**src/rtl/keccak_pkg.sv**
```systemverilog
// Shared types for the Keccak-f round sequencer, state mux and round pipeline.
package keccak_pkg;

    localparam int KECCAK_ROUNDS = 24;

    typedef logic [4:0] round_t;

    typedef enum logic {
        IDLE = 1'b0,
        RUN  = 1'b1
    } sched_state_t;

endpackage

```
**src/rtl/keccak_sched_wdog.sv**
```systemverilog
// Feedback watchdog for keccak_round_sched; only built when KECCAK_SCHED_WATCHDOG_EN is defined.
`ifdef KECCAK_SCHED_WATCHDOG_EN
module keccak_sched_wdog #(
    parameter int LIMIT = 64
) (
    input  logic clk,
    input  logic rst,
    input  logic clear,
    input  logic enable,
    output logic expire
);

    localparam logic [7:0] LAST_COUNT = 8'(LIMIT - 1);

    logic [7:0] count;

    always_ff @(posedge clk) begin
        if (rst) begin
            count <= '0;
        end else if (clear) begin
            count <= '0;
        end else if (enable) begin
            count <= count + 8'd1;
        end
    end

    // Look-ahead so the sequencer leaves RUN on the edge where the count reaches LIMIT.
    assign expire = enable && !clear && (count == LAST_COUNT);

endmodule
`endif

```
**src/rtl/keccak_round_sched.sv**
```systemverilog
// Round sequencer for the Keccak-f state mux: issues round 0 from the absorb bus, then recirculates.
// Optional feedback watchdog enabled by defining KECCAK_SCHED_WATCHDOG_EN.
module keccak_round_sched
    import keccak_pkg::*;
#(
    parameter int ROUNDS      = KECCAK_ROUNDS,
    parameter int WDOG_CYCLES = 64
) (
    input  logic   clk,
    input  logic   rst,
    input  logic   start,
    output logic   in_ready,
    input  logic   fb_good,
    input  round_t fb_round,
    output logic   mux_sample,
    output logic   mux_selector,
    output round_t mux_round,
    output logic   done,
    output logic   busy,
    output logic   err
);

    localparam round_t LAST_ROUND = round_t'(ROUNDS - 1);

    // Illegal parameter values fail elaboration on a deliberately missing module.
    if (ROUNDS < 1 || ROUNDS > 32 || WDOG_CYCLES < 1 || WDOG_CYCLES > 255) begin : g_param_check
        keccak_round_sched_illegal_parameter u_illegal ();
    end

    sched_state_t state;
    round_t       expected;
    logic         wdog_expire;

`ifdef KECCAK_SCHED_WATCHDOG_EN
    keccak_sched_wdog #(
        .LIMIT (WDOG_CYCLES)
    ) u_wdog (
        .clk    (clk),
        .rst    (rst),
        .clear  (mux_sample),
        .enable ((state == RUN) && !fb_good),
        .expire (wdog_expire)
    );
`else
    assign wdog_expire = 1'b0;
`endif

    always_ff @(posedge clk) begin
        if (rst) begin
            state        <= IDLE;
            expected     <= '0;
            in_ready     <= 1'b1;
            mux_sample   <= 1'b0;
            mux_selector <= 1'b0;
            mux_round    <= '0;
            done         <= 1'b0;
            busy         <= 1'b0;
            err          <= 1'b0;
        end else begin
            // NOTE: pulse outputs default low here and are re-asserted by a branch, using <= so
            // every decision below sees pre-edge register values.
            mux_sample <= 1'b0;
            done       <= 1'b0;
            case (state)
                IDLE: begin
                    if (fb_good) begin
                        err <= 1'b1;
                    end
                    if (start) begin
                        state        <= RUN;
                        expected     <= '0;
                        in_ready     <= 1'b0;
                        busy         <= 1'b1;
                        mux_sample   <= 1'b1;
                        mux_selector <= 1'b0;
                        mux_round    <= '0;
                    end
                end
                RUN: begin
                    if (fb_good) begin
                        // A mismatched index is flagged but still counted as the expected round.
                        if (fb_round != expected) begin
                            err <= 1'b1;
                        end
                        if (expected == LAST_ROUND) begin
                            state    <= IDLE;
                            done     <= 1'b1;
                            in_ready <= 1'b1;
                            busy     <= 1'b0;
                        end else begin
                            expected     <= expected + round_t'(1);
                            mux_sample   <= 1'b1;
                            mux_selector <= 1'b1;
                            mux_round    <= expected + round_t'(1);
                        end
                    end else if (wdog_expire) begin
                        state    <= IDLE;
                        err      <= 1'b1;
                        in_ready <= 1'b1;
                        busy     <= 1'b0;
                    end
                end
            endcase
        end
    end

endmodule

```
**config.mk**
```make
export PLATFORM = sky130hd
export DESIGN_NAME = keccak_round_sched
export DESIGN_NICKNAME = d
export VERILOG_FILES = /design/src/rtl/keccak_pkg.sv /design/src/rtl/keccak_sched_wdog.sv /design/src/rtl/keccak_round_sched.sv
export SDC_FILE = /design/constraint.sdc
export NUM_CORES = 1
export LEC_CHECK = 0
export BUFFER_PORTS_ARGS = -buffer_cell sky130_fd_sc_hd__buf_2
export CAP_MARGIN = 5
export CORE_MARGIN = 2
export CORE_UTILIZATION = 40
export CTS_BUF_LIST = sky130_fd_sc_hd__clkbuf_8
export DETAILED_ROUTE_END_ITERATION = 6
export PLACE_DENSITY_LB_ADDON = 0.1
export SYNTH_ARGS = -nofsm -noshare
export SYNTH_HDL_FRONTEND = slang
export SYNTH_SLANG_ARGS = --single-unit
```
**constraint.sdc**
```tcl
create_clock -name clk -period 2.5 [get_ports clk]
set_clock_uncertainty 0.1 [all_clocks]
set_input_delay 0.75 -clock clk [delete_from_list [all_inputs] [get_ports clk]]
set_output_delay 0.75 -clock clk [all_outputs]
set_load 0.02 [all_outputs]
```
Word level (Yosys, flattened, before mapping)
Cells that the tools add are included.
W data, S select, Z words.
- mux-type cells: 26
- equality and inequality tests: 8
- add/subtract/negate cells: 1
- reduce and logical (&&, ||, !) cells: 4
- bitwise operators: 2
- operators by type and width (operator ; number):
    $mux W1 ; 16
    $mux W5 ; 3
    $pmux W1 S2 ; 6
    $pmux W5 S2 ; 1
    $reduce_and A3 Y1 ; 3
    $ne A2 B2 Y1 const B ; 4
    $add A5 B1 Y5 const B ; 1
    $eq A5 B5 Y1 const B ; 1
    $ne A5 B5 Y1 ; 1
    $ne A2 B1 Y1 const B ; 2
    $reduce_or A3 Y1 ; 1
    $not A1 Y1 ; 2
- bits in registers: 12
- input bits: 9
- output and inout bits: 11
- word-level logic and storage cells: 49

Depth between registers and ports, before layout
- depth after elaboration: 4
- depth in mapped cells: 4

Least setup slack after synthesis
No wires, ideal clock.
- path kind: reg-to-reg
- from: reg expected[0]
- to: reg expected[1]
- data arrival time: 1.420 ns
- required time: 2.340 ns
- stages on the path, launching flop included: 5
- clock period less this slack: 1.580 ns
- path slack: 0.920 ns
- buffers on the path: 0
- cells stage by stage: dfxtp_1 ha_1 nand4b_2 a2111oi_2 a41o_1
- cells in the longest elaborated chain, start to end: 4
- elaborated cells on any way between the ends: 7
- classes of those cells: add/sub (1); eq/ne (2); mux (3); reduce/logical (1)
- RTL lines (element ; line ; text):
    start, declared ; keccak_round_sched.sv:31 ; round_t expected;
    start signal, assigned ; keccak_round_sched.sv:91 ; expected <= expected + round_t'(1);
    $add A5 B1 Y5 ; keccak_round_sched.sv:91 ;
    $mux W5 ; keccak_round_sched.sv:85 ; if (expected == LAST_ROUND) begin
    $mux W5 ; keccak_round_sched.sv:80 ; if (fb_good) begin
    $pmux W5 S2 ; keccak_round_sched.sv:64 ; case (state)
Several ways; a longest one is shown, not always the timed one. The select of a mux whose other input is x is not followed.
A chain may end at the register's enable or synchronous reset.

==> flow_summary.ini <==
[sta]
rsz0062_at_grt = no
min_period_over_period_pct = 74.7
period_minus_slack_ps = 1870
max_freq_mhz = 535
max-slew-margin-rel_pct = 75.8
setup_violations = 0
layout_setup_ws_ps = 631
worstMarginPinSlew_ps = 363
hold_viol = 0
tns_ps = 0
slew_violations = 0

[grt]
grt_usage_pct = 16.5
grt_pass1_vias = 490
use_met1_pct = 21.7
gr-total-overflow = 0
top_usage_layer = met2
met2_usage_pct = 23.9
grt_max_degree = 11
gr-usage-met3_pct = 3.83
antenna_found_initial = 0
grt_pass1_wl_um = 2190

[hold_path]
hold_class = reg -> reg

[synth]
ys_ff_latch = 12
synth_cell_type_count = 31
ys.flop_type = dfxtp_1
synth-edff-count = 0
ys_seq_area_share_pct = 39.5
yosysWarnings = 0
syn_inst = 65
syn_nets = 75
async_reset_ff_share_pct = 0
syn_area_um2 = 608
syn_avg_cell_area_um2 = 9.36

[setup_path]
crit_end = mux_round[2]
r2r-start = expected[0]
endpoint_kind = primary output
cp-start-kind = flop
worst_r2r_endpoint = expected[1]
path_depth = 1
critPathTopFamily = flip-flops
crit_fanout = 10
cp_num_buf_inv = 1
path_cells = buf_2
crit_arrival_ps = 1020
max_stage_delay_ps = 530
crit_path_top_delay_cell = dfxtp_1
criticalPathCategory = reg -> out
reg2reg_slack_ps = 860
required_ps = 1650
cp-startpoint = expected[2]
r2r_cells = 4

[status]
status = finished clean

[detailed_routing]
wl_um = 1380
ant_nets = 0
wire_per_inst_um = 13.6
firstDrtPassIters = 4
num_vias = 561
drcViolationCount = 0
vias_per_cell = 5.55
drt-initial-drc-count = 9

[floorplanning]
initial_core_util_pct = 41.3
core_area_um2 = 1470
die-area_um2 = 1850
chipWidth_um = 43.0
rows = 14
die_y_um = 43.0
boundaryPins = 20

[pwr]
comb_power_share_pct = 10.8
clockPowerShare_pct = 45.5
pwr_density_cell_nw_per_um2 = 623
p_int_uw = 360
p_leak_nw = 0.367
max-vdd-ir-drop_mv = 0.343
p_sw_uw = 115
seqPwrFrac_pct = 43.7
swShare_pct = 24.2

[clock_network]
ctsResizeCount = 0
insertion_delay_ps = 240
holdBufCountCts = 0
cts_buffer_depth = 2
cts_tree = yes
cts-htree-levels = 1
cts_root_buf = clkbuf_8
post_cts_buffers = 0
cts.clk_slew.worst_paths_ps = 50
cts_buffers = 3
cts_sinks = 12

[layout]
final_util_pct = 51.8
diodes = 0
synthToLayoutAreaGrowth_pct = 25.3
layout_common_cells = buf_2, dfxtp_1, nand3_1, a211oi_1, xor2_1
drive_above_1_share_pct = 31.8
layout.nets = 96
nFillCells = 149
final_area_um2 = 762
layout_commonest_cell = buf_2
final_cells = 101

[placement]
placed_area_um2 = 707
finalWeightedCongestion = 0.742
dp.cells = 97
place_ws_ps = 805
port_buffers = 19
hpwl_um = 959

[run]
cap_viol_max_count = 0
[through the flow]
step                hold WS, ps  total power [mW]
finish                      390             0.475
CTS                         391             0.478
floorplan                   454             0.243
detailed placement          381             0.262
global placement            368             0.262
global route                413             0.493
[kinds of logic (layout without fill, tap and decap cells)]
group / Yosys count / in the layout / synth area share [%]
muxes: 2 / 2 / 3.29
buffers and inverters: 5 / 25 / 3.91
xor gates and xnor gates: 5 / 5 / 7.20
and+or+nand+nor: 24 / 24 / 24.7
DFF: 12 / 12 / 39.5
adders and majority gates: 1 / 1 / 2.06
AOI/OAI and AO/OA: 16 / 16 / 19.3
[flip-flops by register name, indices dropped and copies added, names as in the netlist]
signal        flops
expected          5
busy              1
done              1
err               1
in_ready          1
mux_sample        1
mux_selector      1
state             1
[layer usage]
layer / vias to the layer above / part of all wire, %
li1: 279 / -
met1: 251 / 45
met2: 26 / 45
met3: 5 / 7.4
met4: 0 / 2.2
met5: - / 0
[Yosys cell counts (2+ instances only)]
library cell | count | area (um2)
nand3_1 | 5 | 25.0
a211oi_1 | 5 | 37.5
inv_1 | 2 | 7.51
and2_1 | 3 | 18.8
dfxtp_1 | 12 | 240
nor2b_1 | 2 | 12.5
xor2_1 | 5 | 43.8
mux2i_1 | 2 | 20.0
a21oi_1 | 4 | 20.0
o21ai_0 | 2 | 10.0
nor2_1 | 3 | 11.3
[how the worst min path moves through the flow]
stage	from	to	slack [ps]	cells after the start
2_1_floorplan	busy	busy	450	2
3_3_place_gp	busy	busy	370	2
3_5_place_dp	busy	busy	380	2
4_1_cts	busy	busy	390	2
5_1_grt	busy	busy	410	2
6_report	busy	busy	390	2
[power groups by stage]
stage / clock, mW / sequential, mW / combinational (mW)
after global routing: 0.228 / 0.208 / 0.0565
after detailed placement: 0 / 0.211 / 0.0509
after floorplan: 0 / 0.217 / 0.0256
final: 0.216 / 0.207 / 0.0514
after global placement: 0 / 0.211 / 0.0512
after CTS: 0.218 / 0.207 / 0.0518
[cell type report]
type	count	area (um2)	share of cell area (%)
clock buffers	4	55.1	7.22
inverters	2	7.51	0.985
multi-input cells	48	344	45.2
repair buffers	19	95.1	12.5
flip-flops and latches	12	240	31.5
well taps	16	20.0	2.63
No activity file was read; power rests on OpenSTA's default activity.
